[src/rtl/fpu_pkg.sv]
// fpu_pkg: shared definitions for the FPU result path.
//   - op code constants as produced by the FPU result multiplexer
//   - field widths and bit positions of a stored result entry
// Entry layout (MSB..LSB): {op[1:0], err, ovf, udf, result[DATA_W-1:0]}
package fpu_pkg;

  localparam logic [1:0] OP_ADD = 2'b00;
  localparam logic [1:0] OP_SUB = 2'b01;
  localparam logic [1:0] OP_MUL = 2'b10;
  localparam logic [1:0] OP_DIV = 2'b11;

  localparam int OP_W   = 2;
  localparam int FLAG_W = 3;

  // Flag bit positions inside the 3-bit flag field
  localparam int FLAG_UDF = 0;
  localparam int FLAG_OVF = 1;
  localparam int FLAG_ERR = 2;

  // Entry geometry as a function of the result word width
  function automatic int entry_w(input int data_w);
    return data_w + FLAG_W + OP_W;
  endfunction

  function automatic int flag_lsb(input int data_w);
    return data_w;
  endfunction

  function automatic int op_lsb(input int data_w);
    return data_w + FLAG_W;
  endfunction

endpackage

[src/rtl/fpu_sync_fifo.sv]
// fpu_sync_fifo: generic single-clock FIFO.
// Ports:
//   clk, rst         clock, synchronous active-high reset (pointers only)
//   push, wdata      write request and data; ignored when full
//   pop              read request; ignored when empty
//   rdata            head entry (storage muxed by read pointer)
//   full, empty      occupancy status
//   level            occupancy 0..DEPTH
// Pointers carry one extra wrap bit so full and empty are distinguishable
// without a separate counter.
module fpu_sync_fifo #(
  parameter int WIDTH = 37,
  parameter int DEPTH = 4
) (
  input  logic                     clk,
  input  logic                     rst,
  input  logic                     push,
  input  logic [WIDTH-1:0]         wdata,
  input  logic                     pop,
  output logic [WIDTH-1:0]         rdata,
  output logic                     full,
  output logic                     empty,
  output logic [$clog2(DEPTH):0]   level
);

  localparam int AW = $clog2(DEPTH);

  logic [WIDTH-1:0] mem [DEPTH];
  logic [AW:0]      wr_ptr;
  logic [AW:0]      rd_ptr;
  logic             push_ok;
  logic             pop_ok;

  assign full  = (wr_ptr[AW-1:0] == rd_ptr[AW-1:0]) && (wr_ptr[AW] != rd_ptr[AW]);
  assign empty = (wr_ptr == rd_ptr);
  // Modulo 2*DEPTH difference yields 0..DEPTH for a power-of-two DEPTH
  assign level = wr_ptr - rd_ptr;

  // A full FIFO refuses the push even when a pop happens in the same cycle
  assign push_ok = push && !full;
  assign pop_ok  = pop && !empty;

  assign rdata = mem[rd_ptr[AW-1:0]];

  always_ff @(posedge clk) begin
    if (rst) begin
      wr_ptr <= '0;
      rd_ptr <= '0;
    end else begin
      if (push_ok) wr_ptr <= wr_ptr + 1'b1;
      if (pop_ok)  rd_ptr <= rd_ptr + 1'b1;
    end
  end

  // Storage is data only; stale contents are unreachable after reset
  always_ff @(posedge clk) begin
    if (push_ok) mem[wr_ptr[AW-1:0]] <= wdata;
  end

endmodule

[src/rtl/fpu_result_fifo.sv]
// fpu_result_fifo: buffers completed FPU results (with op code and exception
// flags) between the FPU result multiplexer and its consumer.
// Ports:
//   clk, rst                       clock, synchronous active-high reset
//   in_valid/in_ready              producer handshake (in_ready = not full)
//   in_op, in_result, in_error,
//   in_overflow, in_underflow      result entry fields
//   out_valid/out_ready            consumer handshake
//   out_op, out_result, out_error,
//   out_overflow, out_underflow    head entry fields (0 while empty)
//   level                          occupancy 0..DEPTH
//   clear_flags                    pulse clearing the sticky flags
//   sticky_error/overflow/underflow  OR of flags of accepted results
//   sticky_drop                    a result was offered while full
//   result_count                   accepted results, wraps modulo 2^CNT_W
module fpu_result_fifo
  import fpu_pkg::*;
#(
  parameter int DATA_W = 32,
  parameter int DEPTH  = 4,
  parameter int CNT_W  = 16
) (
  input  logic                   clk,
  input  logic                   rst,
  input  logic                   in_valid,
  output logic                   in_ready,
  input  logic [1:0]             in_op,
  input  logic [DATA_W-1:0]      in_result,
  input  logic                   in_error,
  input  logic                   in_overflow,
  input  logic                   in_underflow,
  output logic                   out_valid,
  input  logic                   out_ready,
  output logic [1:0]             out_op,
  output logic [DATA_W-1:0]      out_result,
  output logic                   out_error,
  output logic                   out_overflow,
  output logic                   out_underflow,
  output logic [$clog2(DEPTH):0] level,
  input  logic                   clear_flags,
  output logic                   sticky_error,
  output logic                   sticky_overflow,
  output logic                   sticky_underflow,
  output logic                   sticky_drop,
  output logic [CNT_W-1:0]       result_count
);

  localparam int ENTRY_W = entry_w(DATA_W);
  localparam int FL_LSB  = flag_lsb(DATA_W);
  localparam int OP_LSB  = op_lsb(DATA_W);

  logic [ENTRY_W-1:0] wr_entry;
  logic [ENTRY_W-1:0] head;
  logic               full;
  logic               empty;
  logic               push;
  logic               pop;
  logic               drop;

  assign wr_entry = {in_op, in_error, in_overflow, in_underflow, in_result};

  assign in_ready  = !full;
  assign out_valid = !empty;
  assign push      = in_valid && in_ready;
  assign pop       = out_valid && out_ready;
  assign drop      = in_valid && !in_ready;

  fpu_sync_fifo #(
    .WIDTH (ENTRY_W),
    .DEPTH (DEPTH)
  ) u_fifo (
    .clk   (clk),
    .rst   (rst),
    .push  (push),
    .wdata (wr_entry),
    .pop   (pop),
    .rdata (head),
    .full  (full),
    .empty (empty),
    .level (level)
  );

  // Gate the head with out_valid so data outputs read 0 after reset without
  // resetting the storage array itself
  assign out_result    = out_valid ? head[DATA_W-1:0]          : '0;
  assign out_underflow = out_valid ? head[FL_LSB + FLAG_UDF]   : 1'b0;
  assign out_overflow  = out_valid ? head[FL_LSB + FLAG_OVF]   : 1'b0;
  assign out_error     = out_valid ? head[FL_LSB + FLAG_ERR]   : 1'b0;
  assign out_op        = out_valid ? head[OP_LSB +: OP_W]      : 2'b00;

  // Clear first, then OR in this cycle's event so a colliding event survives
  always_ff @(posedge clk) begin
    if (rst) begin
      sticky_error     <= 1'b0;
      sticky_overflow  <= 1'b0;
      sticky_underflow <= 1'b0;
      sticky_drop      <= 1'b0;
      result_count     <= '0;
    end else begin
      sticky_error     <= (sticky_error     && !clear_flags) || (push && in_error);
      sticky_overflow  <= (sticky_overflow  && !clear_flags) || (push && in_overflow);
      sticky_underflow <= (sticky_underflow && !clear_flags) || (push && in_underflow);
      sticky_drop      <= (sticky_drop      && !clear_flags) || drop;
      if (push) result_count <= result_count + CNT_W'(1);
    end
  end

endmodule

[config.mk]
export PLATFORM = sky130hd
export DESIGN_NAME = fpu_result_fifo
export DESIGN_NICKNAME = d
export VERILOG_FILES = /design/src/rtl/fpu_pkg.sv /design/src/rtl/fpu_sync_fifo.sv /design/src/rtl/fpu_result_fifo.sv
export SDC_FILE = /design/constraint.sdc
export NUM_CORES = 1
export LEC_CHECK = 0
export BUFFER_PORTS_ARGS = -buffer_cell sky130_fd_sc_hd__buf_2
export CORE_ASPECT_RATIO = 1.1
export CORE_MARGIN = 5
export CORE_UTILIZATION = 60
export CTS_CLUSTER_SIZE = 25
export DETAILED_ROUTE_END_ITERATION = 7
export GPL_ROUTABILITY_DRIVEN = 0
export PLACE_DENSITY = 0.94
export SLEW_MARGIN = 25
export SYNTH_ARGS = -nofsm -noshare
export SYNTH_HDL_FRONTEND = slang
export SYNTH_SLANG_ARGS = --single-unit
[constraint.sdc]
create_clock -name clk -period 5.6 [get_ports clk]
set_input_delay 0.28 -clock clk [delete_from_list [all_inputs] [get_ports clk]]
set_output_delay 0.28 -clock clk [all_outputs]
set_load 0.005 [all_outputs]
==> results of run 1 <==
## cell families (layout without fill, tap and decap cells)
group / Yosys count / count (layout)
AOI/OAI and AO/OA: 29 / 29
xor gates and xnor gates: 13 / 13
adders and majority gates: 9 / 9
buffers and inverters: 28 / 145
DFF: 176 / 176
muxes: 41 / 41
other: 0 / 1
and+or+nand+nor: 90 / 90
## power by group through the flow
stage / registers, W / logic, W / clock network (W)
2_1_floorplan: 0.00153 / 0.000384 / 0
3_3_place_gp: 0.00155 / 0.000552 / 0
3_5_place_dp: 0.00156 / 0.000574 / 0
4_1_cts: 0.00153 / 0.000589 / 0.00110
5_1_grt: 0.00153 / 0.000631 / 0.00116
6_report: 0.00153 / 0.000574 / 0.00109
## how the worst max path moves through the flow
| stage | from | end | slack (ns) | cells past startpoint |
|---|---|---|---|---|
| after detailed placement | u_fifo.wr_ptr[0] | u_fifo.mem[0][19] | 2.34 | 5 |
| after CTS | u_fifo.wr_ptr[0] | u_fifo.mem[0][21] | 2.33 | 5 |
| after global placement | u_fifo.wr_ptr[0] | u_fifo.mem[1][21] | 2.53 | 5 |
| after floorplan | u_fifo.wr_ptr[0] | u_fifo.mem[0][0] | 2.78 | 7 |
| after global routing | u_fifo.wr_ptr[0] | u_fifo.mem[2][21] | 2.08 | 5 |
| final | u_fifo.wr_ptr[0] | u_fifo.mem[2][21] | 2.35 | 5 |
## registers in the layout (all words and copies together), names as in the netlist, named ones only
signal            cells
sticky_drop           1
u_fifo.wr_ptr         3
sticky_error          1
u_fifo.rd_ptr         3
sticky_underflow      1
result_count         16
sticky_overflow       1
u_fifo.mem          148
## stage by stage
step | instances | util, %
floorplan | 386 | -
global placement | 621 | 66.41
detailed placement | 621 | 66.41
CTS | 653 | 71.16
global route | 653 | 71.16
finish | 654 | 71.18
## metal layers
metal / track usage, % / vias to the layer above
li1: - / 1705
met1: 28.08 / 1891
met2: 36.25 / 169
met3: 5.621 / 20
met4: 7.363 / 0
met5: 0 / -
## final cells by class
class / count / area [um^2]
Sequential cell: 176 / 5007
Fill cell: 715 / 3282
Inverter: 9 / 33.78
Timing Repair Buffer: 104 / 523.0
Clock inverter: 7 / 65.06
Multi-Input combinational cell: 182 / 1812
Clock buffer: 25 / 475.5
Antenna cell: 1 / 2.502
Tap cell: 150 / 187.7
## Yosys cell counts
master    count  share of area, %
mux2i_1       3              0.43
o31ai_1       4              0.43
clkbuf_2      1             0.072
o211ai_1      2              0.22
nand4_1       4              0.36
nor4_1        1             0.090
xnor2_1       8               1.0
dfxtp_1      28               8.1
clkbuf_1      7              0.38
or3_1         3              0.27
and2_1        5              0.45
a21oi_1       7              0.51
nand3_1       5              0.36
a21boi_1      1              0.11
inv_1         9              0.49
a21o_1        1              0.11
nand2b_1      1             0.090
buf_4         2              0.22
mux4_2       37                12
mux2_2        1              0.16
edfxtp_1    148                64
nand2_1       7              0.38
a22oi_1       3              0.32
buf_2         6              0.43
buf_6         1              0.16
fa_1          1              0.29
nor2_1       21               1.1
a32oi_1       1              0.13
ha_1          8               1.4
a211oi_1      4              0.43
or4_1         4              0.43
a21o_4        1              0.22
and4_1        1              0.13
o21ai_0       5              0.36
buf_1         2              0.11
nor2b_1      38               3.4
xor2_1        5              0.63
==> impl_summary.md, run 1 <==
Run status
The run finished with clean final reports.

Job
The number of max-capacitance violations reported is 0.

Clocking
The post-cts sizing count is 0. The later pin in the worst-skew pair is clocked with a latency of 0.42 ns. The count of hold buffers inserted by post-cts repair is 0. The total setup buffers inserted after CTS is 0. The clock buffer count from CTS is 17. Counting every sink on the clock net gives 176.

In this run the deepest clock path goes through 2 buffers. The clock input transition at the sequential cells of the worst setup and hold paths is 0.06 ns. TritonCTS built the clock tree. The H-tree generated during clock tree synthesis spans 4 levels. The CTS root buffer is clkbuf_16.

STA
The hold violation count in the final report is 0. Timing would allow up to 307.8 MHz. Measured against its own limit, the worst slew margin works out to between 30% and 40%. Of the available clock period, the critical path in the final layout requires between 50% and 60%. Setup repair after global routing left no endpoint under its margin. The max-slew violation count is 0. The clock arrives with 0.006768 ns of skew. The smallest clock period supported by the final layout is computed as ~3.2 ns. The final setup slack of the worst path is between 2 and 2.5 ns.

The summed negative setup slack over all endpoints is 0 ns. Setup violations remaining at the end of the flow were counted as 0. The actual slew at the worst max-slew pin is 0.9927 ns.

The smallest hold slack is 0.07028 ns.

Cells and area
The most common cell after layout, fill and taps aside is edfxtp_1. The post-route cell area is 0.008107 mm^2. Leaving out fill and tap cells, the most frequent cells in the layout are 148 x edfxtp_1, 103 x buf_2, 38 x nor2b_1. The net count of the finished layout is 541. The share of post-route cells with drive strength above 1 is 34.99%.

The area overhead of the layout relative to synthesis is 16.93%.

Floorplanning
The top-level I/O count is 104. The floorplan step defined a die boundary enclosing approximately 0.014 mm^2. The floorplan step set the die height to 122.7 um. The die width is 112.5 um. For this configuration, the core starts out at a cell density of 60.88%. The standard cell core area is approximately 0.011 mm^2. The number of placement rows is 41.

Yosys
The number of unique standard cell types used by synthesis is 37. Averaged over all synthesized cells, the footprint is 17.96 um^2. The total of flip-flops plus latches after synthesis is 176. The xor and xnor fraction of the mapped netlist area is 1.642%.

The multiplexer area fraction after synthesis is 12.62%. Of the total synthesized cell area, the portion taken by AND, OR, NAND and NOR gates is 7.129%. After synthesis, the largest family of logic cells by area is multiplexers. For this run, the number of Yosys warnings is 0. Synthesis produced a netlist whose cell count is 386. The number of nets in the synthesized netlist is 437. The synthesized netlist devotes 2.833% of its cell area to compound gates. Of the total synthesized cell area, the portion taken by full adders, half adders and majority gates is 1.733%.

The post-synth design cell area is 0.006933 mm^2. Of the synthesized area, sequential elements account for 72.19%.

Setup path
The family with the most delay on the worst path is simple AND/OR/NAND/NOR gates. The startpoint identified for the worst register-to-register timing path is u_fifo.wr_ptr[0]. In this run the worst path has a maximum fanout of 37.

The signal on the critical path passes through inv_1 -> ha_1 -> and2_1 -> a21boi_1 -> and2_2. Data on the critical path is required at its endpoint by 5.64 ns. The maximum single-stage delay on the critical path is 0.95 ns. The number of cells on the worst reg-to-reg path is 5. The setup check on the worst reg-to-reg path leaves a slack of between 2 and 2.5 ns. The endpoint identified for the worst register-to-register timing path is u_fifo.mem[2][21]. The number of buffers and inverters on the critical path is 1. At the worst endpoint, the arrival time is 3.29 ns. The endpoint kind of the worst setup timing path is a flip-flop. Among all stages on the critical path, the largest delay is contributed by and2_2. STA classifies the critical path startpoint as a flip-flop.

The worst setup path is of the reg -> reg kind.

Power
The areal power density over the cells is 393.7 mW/mm^2. The internal portion of the total power is 0.002402 W. The overall power after layout is approximately 0.0032 W. Across the VDD grid, the largest voltage drop is around 0.00024 V. In this run, the combinational gates consume 18.0% of the power. Net switching is 24.73% of the power.

Registers are responsible for 47.9% of the overall power. The net switching component of the power is 0.0007893 W. The leakage power of the design is 2.874 nW.

The fraction of power consumed by the clock network is 34.1%.

Place
Port buffering added roughly 100 buffers. The worst setup slack before clock tree synthesis is 2.344 ns. After detailed placement, the total cell area comes to 0.007564 mm^2. Detailed placement ended at an HPWL of 8.797 mm.

Detailed routing
The detailed router put a total of ~5.7 mm of wire on met1. The wire length reported by the detailed router is 14.31 mm. The wire length on met2 is 7.429 mm. The mean routed wirelength per cell is 21.87 um. The routed via count divided by cell count is a little under 6. The met3 wire length is 977 um.

In the routed design, unresolved DRC markers number 0. The DRC marker count from the first detailed-route iteration is a little over 300. The detail route stage leaves a number of antenna-violating nets equal to 0. Signal routing reaches up to met4. The total number of vias is about 3800. Before antenna repair, the detailed router went through 5 iterations.

Worst hold path
The min-delay analysis places its worst path in the category in -> reg. The path with the worst hold slack has its endpoint at u_fifo.mem[0][26]. Counting instances, the worst hold path has a depth of 1. In this run the most critical hold path is launched from in_result[26].

Global route
The first global-routing pass estimated 21.94 mm of wire. The maximum number of pins on one net before global-route repair is 39. The total grt overflow is 0. The number of antenna violations at the first check in global routing came to 0. The number of global-route vias before repair is 3929. The overall global routing resource usage is 21.69%.
(Power assumes the default switching activity.)
==> run 2, diff against run 1 <==
- CORE_UTILIZATION: 60 -> 51
- PLACE_DENSITY: 0.94 -> 0.86
- clock period: 5.6 -> 2.6 ns (I/O delays scaled with it)
==> impl_summary.md, run 2 (synthesis results as in run 1) <==
STA
The relative slew slack was 64.64% (was 33.82%). The smallest hold slack is 0.08737 ns (was 0.07028 ns). The fraction of the cycle the final worst path needs was 90.51% (was 58.02%). The maximum clock frequency is 424.9 MHz (was 307.8 MHz). The hold violation count in the final report came to 0 (unchanged). The final setup slack of the worst path is 0.2467 ns (was 2.351 ns). The summed negative setup slack over all endpoints is 0 ns (unchanged). The number of endpoints failing setup at the final stage is 0 (unchanged). The final clock skew is 0.007356 ns (was 0.006768 ns). The max-slew violation count is 0 (unchanged). Unrepaired setup endpoints after global routing: false (unchanged). The clock period minus final worst setup slack is 2.353 ns (was 3.249 ns). The actual slew at the worst max-slew pin is 0.5304 ns (was 0.9927 ns).

Detailed routing
The DRC marker count from the first detailed-route iteration was 370 (was 307). The final routed DRC violation total was 0 (unchanged). The number of iterations in the first detailed-routing pass was 5 (unchanged). The number of antenna-violating nets in the routed design is 0 (unchanged). The total number of vias is 3938 (was 3785). The routed via count divided by cell count is 5.358 (was 5.787). The wire length reported by the detailed router is 13.65 mm (was 14.31 mm).

The mean routed wirelength per cell is 18.57 um (was 21.87 um).

Power
The net switching component of the power is 0.001685 W (was 0.0007893 W). The share of power burned in registers was 46.1% (was 47.9%). The fraction of power consumed by the clock network is 34.9% (was 34.1%). The internal power component was 0.005381 W (was 0.002402 W). The maximum vdd drop is 0.0004396 V (was 0.0002414 V). The switching part of the total power was 23.85% (was 24.73%). The areal power density over the cells was 811.9 mW/mm^2 (was 393.7 mW/mm^2).

The leakage power of the design is 3.116 nW (was 2.874 nW). The combinational group share of total power is 19.0% (was 18.0%).

Clocking
The largest buffer count on any clock path is 2 (unchanged). The post-cts sizing count is 0 (unchanged). The deepest level of the CTS H-tree is 4 (unchanged). The TritonCTS clock tree is built (unchanged). The clock insertion delay at the later pin of the skew report was 0.41 ns (was 0.42 ns). The clock buffer count from CTS is 17 (unchanged). The CTS root buffer is clkbuf_16 (unchanged). The clock input transition at the sequential cells of the worst setup and hold paths is 0.06 ns (about the same). The number of sinks driven by the clock tree is 176 (unchanged).

Setup path
The launching element type of the critical path was a flip-flop (unchanged). The endpoint kind of the worst setup timing path was a flip-flop (unchanged). The worst flop-to-flop path endpoint is u_fifo.mem[1][12] (was u_fifo.mem[2][21]). The data required time at the worst endpoint was 2.70 ns (was 5.64 ns). The critical setup path kind is reg -> reg (unchanged). The data arrival time of the worst path is 2.45 ns (was 3.29 ns). The largest fanout on the critical path is 37 (unchanged). The maximum single-stage delay on the critical path is 0.39 ns (was 0.95 ns). The cell count of the worst reg-to-reg path is 7 (was 5).

List of cells traversed by the critical path: inv_1 -> ha_1 -> and2_1 -> a21boi_1 -> buf_4 -> and2_2 -> buf_12 (was inv_1 -> ha_1 -> and2_1 -> a21boi_1 -> and2_2). The start of the worst register-to-register path is u_fifo.wr_ptr[0] (unchanged). The cell with the largest stage delay on the worst path was dfxtp_1 (was and2_2).

The slack of the worst reg-to-reg path is 0.25 ns (was 2.35 ns).

Cells and area
The final cell count without fillers was 735 (was 654). Most frequent cells in the layout: 148 x edfxtp_1, 103 x buf_2, 38 x nor2b_1 (unchanged). The area overhead of the layout relative to synthesis is 25.54% (was 16.93%). The share of post-route cells with drive strength above 1 is 33.76% (was 34.99%).

The core utilization of the finished layout is 65.60% (was 71.18%). The flip-flop count of the largest register after layout is 148 (unchanged). The most common cell after layout, fill and taps aside was edfxtp_1 (unchanged). The diode insertion count for antenna repair was 0 (was 1). The count of nets after finishing is 590 (was 541).

Floorplanning
The die width is 121.2 um (was 112.5 um). The standard cell core area is 0.01327 mm^2 (was 0.01139 mm^2). The die outline height was 132.3 um (was 122.7 um). The number of placement rows came to 44 (was 41). The top-level I/O count is 104 (unchanged).

The starting density of the core is 52.25% (was 60.88%). The full die area came to 0.01603 mm^2 (was 0.01381 mm^2).

Global route
The total grt overflow came to 0 (unchanged). The overall global routing resource usage was 18.01% (was 21.69%). The first-pass GRT wire length is 22.05 mm (was 21.94 mm). The maximum number of pins on one net before global-route repair came to 39 (unchanged).

The number of antenna violations at the first check in global routing was 0 (unchanged). The number of global-route vias before repair was 4143 (was 3929).

Worst hold path
The end of the worst hold path was sticky_drop (was u_fifo.mem[0][26]). The type of the most critical hold path is in -> reg (unchanged). The depth of the worst hold-timing path is 3 (was 1).

The source of the worst hold timing path was in_valid (was in_result[26]).

Place
The number of port buffers was 103 (unchanged). The worst setup slack before clock tree synthesis is 0.2708 ns (was 2.344 ns). The estimated wirelength of the detail-placed design is 8.489 mm (was 8.797 mm). The number of placed instances, taps included is 667 (was 621).

Run status
Outcome: complete, no violations (unchanged).

Job
The number of max-capacitance violations reported came to 0 (unchanged).
## run 2: critical path: cells and delay by family (launching register included)
family,cells,cell delay [ns]
adders and majority gates,1,0.31
DFF,1,0.39
and+or+nand+nor,2,0.46
AOI/OAI and AO/OA,1,0.33
buffers and inverters,3,0.54
## run 2: timing repair
item,in CTS,in global routing
hold buffers,37,0
endpoints found under the setup margin,0,0
buffers inserted,0,0
endpoints found under the hold margin,148,0
## run 2: stage by stage
stage	total power, W	area [um^2]
6_report	0.007066	8703
5_1_grt	0.007392	8703
4_1_cts	0.007125	8703
3_5_place_dp	0.004634	7759
3_3_place_gp	0.004593	7759
2_1_floorplan	0.004126	6938
## run 2: worst max-delay path by stage
stage                          start           endpoint  slack (ns)  cells past startpoint
global route        u_fifo.wr_ptr[0]  u_fifo.mem[1][12]        0.10                      7
detailed placement  u_fifo.wr_ptr[0]   u_fifo.mem[1][8]        0.27                      7
global placement    u_fifo.wr_ptr[0]  u_fifo.mem[1][19]        0.35                      7
floorplan           u_fifo.wr_ptr[0]   u_fifo.mem[0][0]        0.17                      7
CTS                 u_fifo.wr_ptr[0]  u_fifo.mem[1][27]        0.25                      7
finish              u_fifo.wr_ptr[0]  u_fifo.mem[1][12]        0.25                      7
## run 2: layer usage
metal  up-vias  wire (um)  GRT usage (%)
met3        14        923          5.021
met4         0        137          4.857
li1       1798          -              -
met2       163       7068          30.49
met5         -          0              0
met1      1963       5519          22.99
## run 2: final cells by class
cell class / count / area (um^2)
Sequential cell: 176 / 5007
Fill cell: 858 / 4564
Multi-Input combinational cell: 182 / 1812
Timing Repair Buffer: 153 / 1046
Clock buffer: 19 / 432.9
Tap cell: 184 / 230.2
Clock inverter: 12 / 141.4
Inverter: 9 / 33.78
## run 2: power groups by stage
stage / Clock [W] / Combinational [W] / Sequential, W
2_1_floorplan: 0 / 0.000828 / 0.00330
4_1_cts: 0.00250 / 0.00136 / 0.00326
3_5_place_dp: 0 / 0.00132 / 0.00332
3_3_place_gp: 0 / 0.00129 / 0.00330
6_report: 0.00246 / 0.00134 / 0.00326
5_1_grt: 0.00265 / 0.00148 / 0.00327
==> run 3, diff against run 2 <==
- GPL_TIMING_DRIVEN: default -> 0
==> impl_summary.md, run 3 (synthesis results as in run 1) <==
STA
Unrepaired setup endpoints after global routing: true (was false). The hold violation count in the final report came to 0 (unchanged). The number of endpoints failing setup at the final stage is 0 (unchanged).

The final clock skew is 0.01049 ns (was 0.007356 ns). The relative slew slack is 58.17% (was 64.64%). The max-slew violation count is 0 (unchanged). The fraction of the cycle the final worst path needs is 93.36% (was 90.51%). The maximum clock frequency is 412.0 MHz (was 424.9 MHz). The smallest hold slack is 0.06222 ns (was 0.08737 ns). The final setup slack of the worst path is 0.1727 ns (was 0.2467 ns).

The actual slew at the worst max-slew pin is 0.6275 ns (was 0.5304 ns). The clock period minus final worst setup slack was 2.427 ns (was 2.353 ns).

Power
The areal power density over the cells was 814.8 mW/mm^2 (was 811.9 mW/mm^2). The maximum vdd drop is 0.0004384 V (was 0.0004396 V). The leakage power of the design is 3.216 nW (was 3.116 nW).

Cells and area
The fill cell instance count of the final layout came to 886 (was 858). The sequential cell area is 0.005005 mm^2 (was 0.005007 mm^2). The flip-flop count of the largest register after layout came to 148 (unchanged). The diode insertion count for antenna repair is 0 (unchanged). The share of post-route cells with drive strength above 1 was 35.78% (was 33.76%).

The footprint of the multi-input gates is 0.001836 mm^2 (was 0.001812 mm^2). The area overhead of the layout relative to synthesis is 28.44% (was 25.54%). Most frequent cells in the layout: 148 x edfxtp_1, 109 x buf_2, 38 x nor2b_1 (was 148 x edfxtp_1, 103 x buf_2, 38 x nor2b_1). The count of nets after finishing is 611 (was 590). The post-route cell area is 0.008905 mm^2 (was 0.008703 mm^2). The most common cell after layout, fill and taps aside was edfxtp_1 (unchanged).

Floorplanning
The die outline height is 132.3 um (unchanged). The standard cell core area is 0.01327 mm^2 (unchanged). The die width is 121.2 um (unchanged). The top-level I/O count came to 104 (unchanged).

The number of placement rows is 44 (unchanged). The full die area came to 0.01603 mm^2 (unchanged). The starting density of the core came to 52.25% (unchanged).

Detailed routing
The number of antenna-violating nets in the routed design is 0 (unchanged). The routed via count divided by cell count came to 5.345 (was 5.358). The number of iterations in the first detailed-routing pass came to 4 (was 5).

The DRC marker count from the first detailed-route iteration is 392 (was 370). The total number of vias is 4046 (was 3938). The wire length reported by the detailed router was 13.99 mm (was 13.65 mm).

The final routed DRC violation total came to 0 (unchanged). The mean routed wirelength per cell is 18.48 um (was 18.57 um).

Setup path
The endpoint kind of the worst setup timing path is an output port (was flip-flop). The data arrival time of the worst path is 2.30 ns (was 2.45 ns). The data required time at the worst endpoint is 2.47 ns (was 2.70 ns). The launching element type of the critical path is a flip-flop (unchanged). The largest fanout on the critical path was 10 (was 37). The critical setup path kind is reg -> out (was reg -> reg).

Clocking
The TritonCTS clock tree is built (unchanged). The CTS root buffer is clkbuf_16 (unchanged). The clock buffer count from CTS is 17 (unchanged). The largest buffer count on any clock path was 2 (unchanged). The number of sinks driven by the clock tree came to 176 (unchanged). The clock input transition at the sequential cells of the worst setup and hold paths is 0.06 ns (about the same). The deepest level of the CTS H-tree is 4 (unchanged). The clock insertion delay at the later pin of the skew report came to 0.42 ns (was 0.41 ns).

Global route
The number of global-route vias before repair is 4236 (was 4143). The overall global routing resource usage was 18.40% (was 18.01%). The first-pass GRT wire length is 22.38 mm (was 22.05 mm).

The maximum number of pins on one net before global-route repair was 39 (unchanged). The total grt overflow was 0 (unchanged). The number of antenna violations at the first check in global routing is 0 (unchanged).

Place
The total placed instance area is 0.007684 mm^2 (was 0.007759 mm^2). The worst setup slack before clock tree synthesis is -0.3837 ns (was 0.2708 ns). The number of port buffers is 103 (unchanged). The estimated wirelength of the detail-placed design is 8.361 mm (was 8.489 mm).

Worst hold path
The type of the most critical hold path was in -> reg (unchanged).

Job
The number of max-capacitance violations reported came to 0 (unchanged).

Run status
Outcome: complete, no violations (unchanged).
run 3: changes by cell type in the layout (fill, tap and decap cells not counted), moves of 2 or more:
cell	before	now
dfxtp_1	26	28
clkinv_1	5	0
and2_4	0	7
clkbuf_4	0	2
buf_12	5	9
clkinv_2	0	2
dfxtp_2	2	0
and2_2	4	0
buf_2	103	109
clkinvlp_4	2	5
clkbuf_1	2	7
buf_4	8	5
run 3: metal layers:
layer / vias to the layer above / track usage [%] / wire (um)
met2: 147 / 30.58 / 7131
met3: 11 / 6.009 / 903
met1: 2035 / 23.64 / 5855
met5: - / 0 / 0
met4: 0 / 4.421 / 97
li1: 1853 / - / -
run 3: per-stage QoR:
step / utilization [%] / power, W / std cells / setup TNS, ns
after detailed placement: 57.91 / 0.004645 / 673 / -43.54
after global placement: 57.91 / 0.004614 / 673 / -38.54
after CTS: 65.55 / 0.007251 / 745 / 0
after global routing: 67.12 / 0.007593 / 757 / -1.253
final: 67.12 / 0.007255 / 757 / 0
after floorplan: - / 0.004126 / 386 / 0
run 3: layout make-up:
| cell class | count | area share [%] |
|---|---|---|
| Sequential cell | 176 | 56.20 |
| Tap cell | 184 | 2.585 |
| Multi-Input combinational cell | 185 | 20.61 |
| Buffer | 19 | 1.152 |
| Clock inverter | 15 | 2.065 |
| Clock buffer | 17 | 4.777 |
| Inverter | 9 | 0.3794 |
| Timing Repair Buffer | 152 | 12.22 |
run 3: final timing paths:
kind	startpoint	endpoint	slack, ns	cells after the start
setup / recovery	u_fifo.wr_ptr[0]	out_result[28]	0.17	7
hold / removal	in_valid	sticky_drop	0.06	3
setup reg to reg	u_fifo.wr_ptr[0]	u_fifo.mem[1][25]	0.20	8
hold reg to reg	result_count[9]	result_count[9]	0.50	2
run 3: repair_timing:
item                       in CTS  in global routing
gates resized for setup         9                  2
gates cloned                    3                  0
hold endpoints to repair      149                  0
hold buffers                   37                  0
setup buffers                   0                 12
pin swaps                       3                  6
setup endpoints to repair     169                138
run 3: critical path, stage by stage (launching register included):
cell,delay (ns)
dfxtp_1,0.41
inv_1,0.11
ha_1,0.31
nand2_1,0.12
nor2_1,0.18
clkbuf_1,0.44
nor2b_1,0.15
buf_2,0.16
run 3: where the power goes:
group / total, W / internal (W) / switching (W)
Combinational: 0.00144 / 0.000738 / 0.000700
Clock: 0.00257 / 0.00152 / 0.00105
Sequential: 0.00325 / 0.00321 / 0.0000441
Total: 0.00726 / 0.00546 / 0.00179
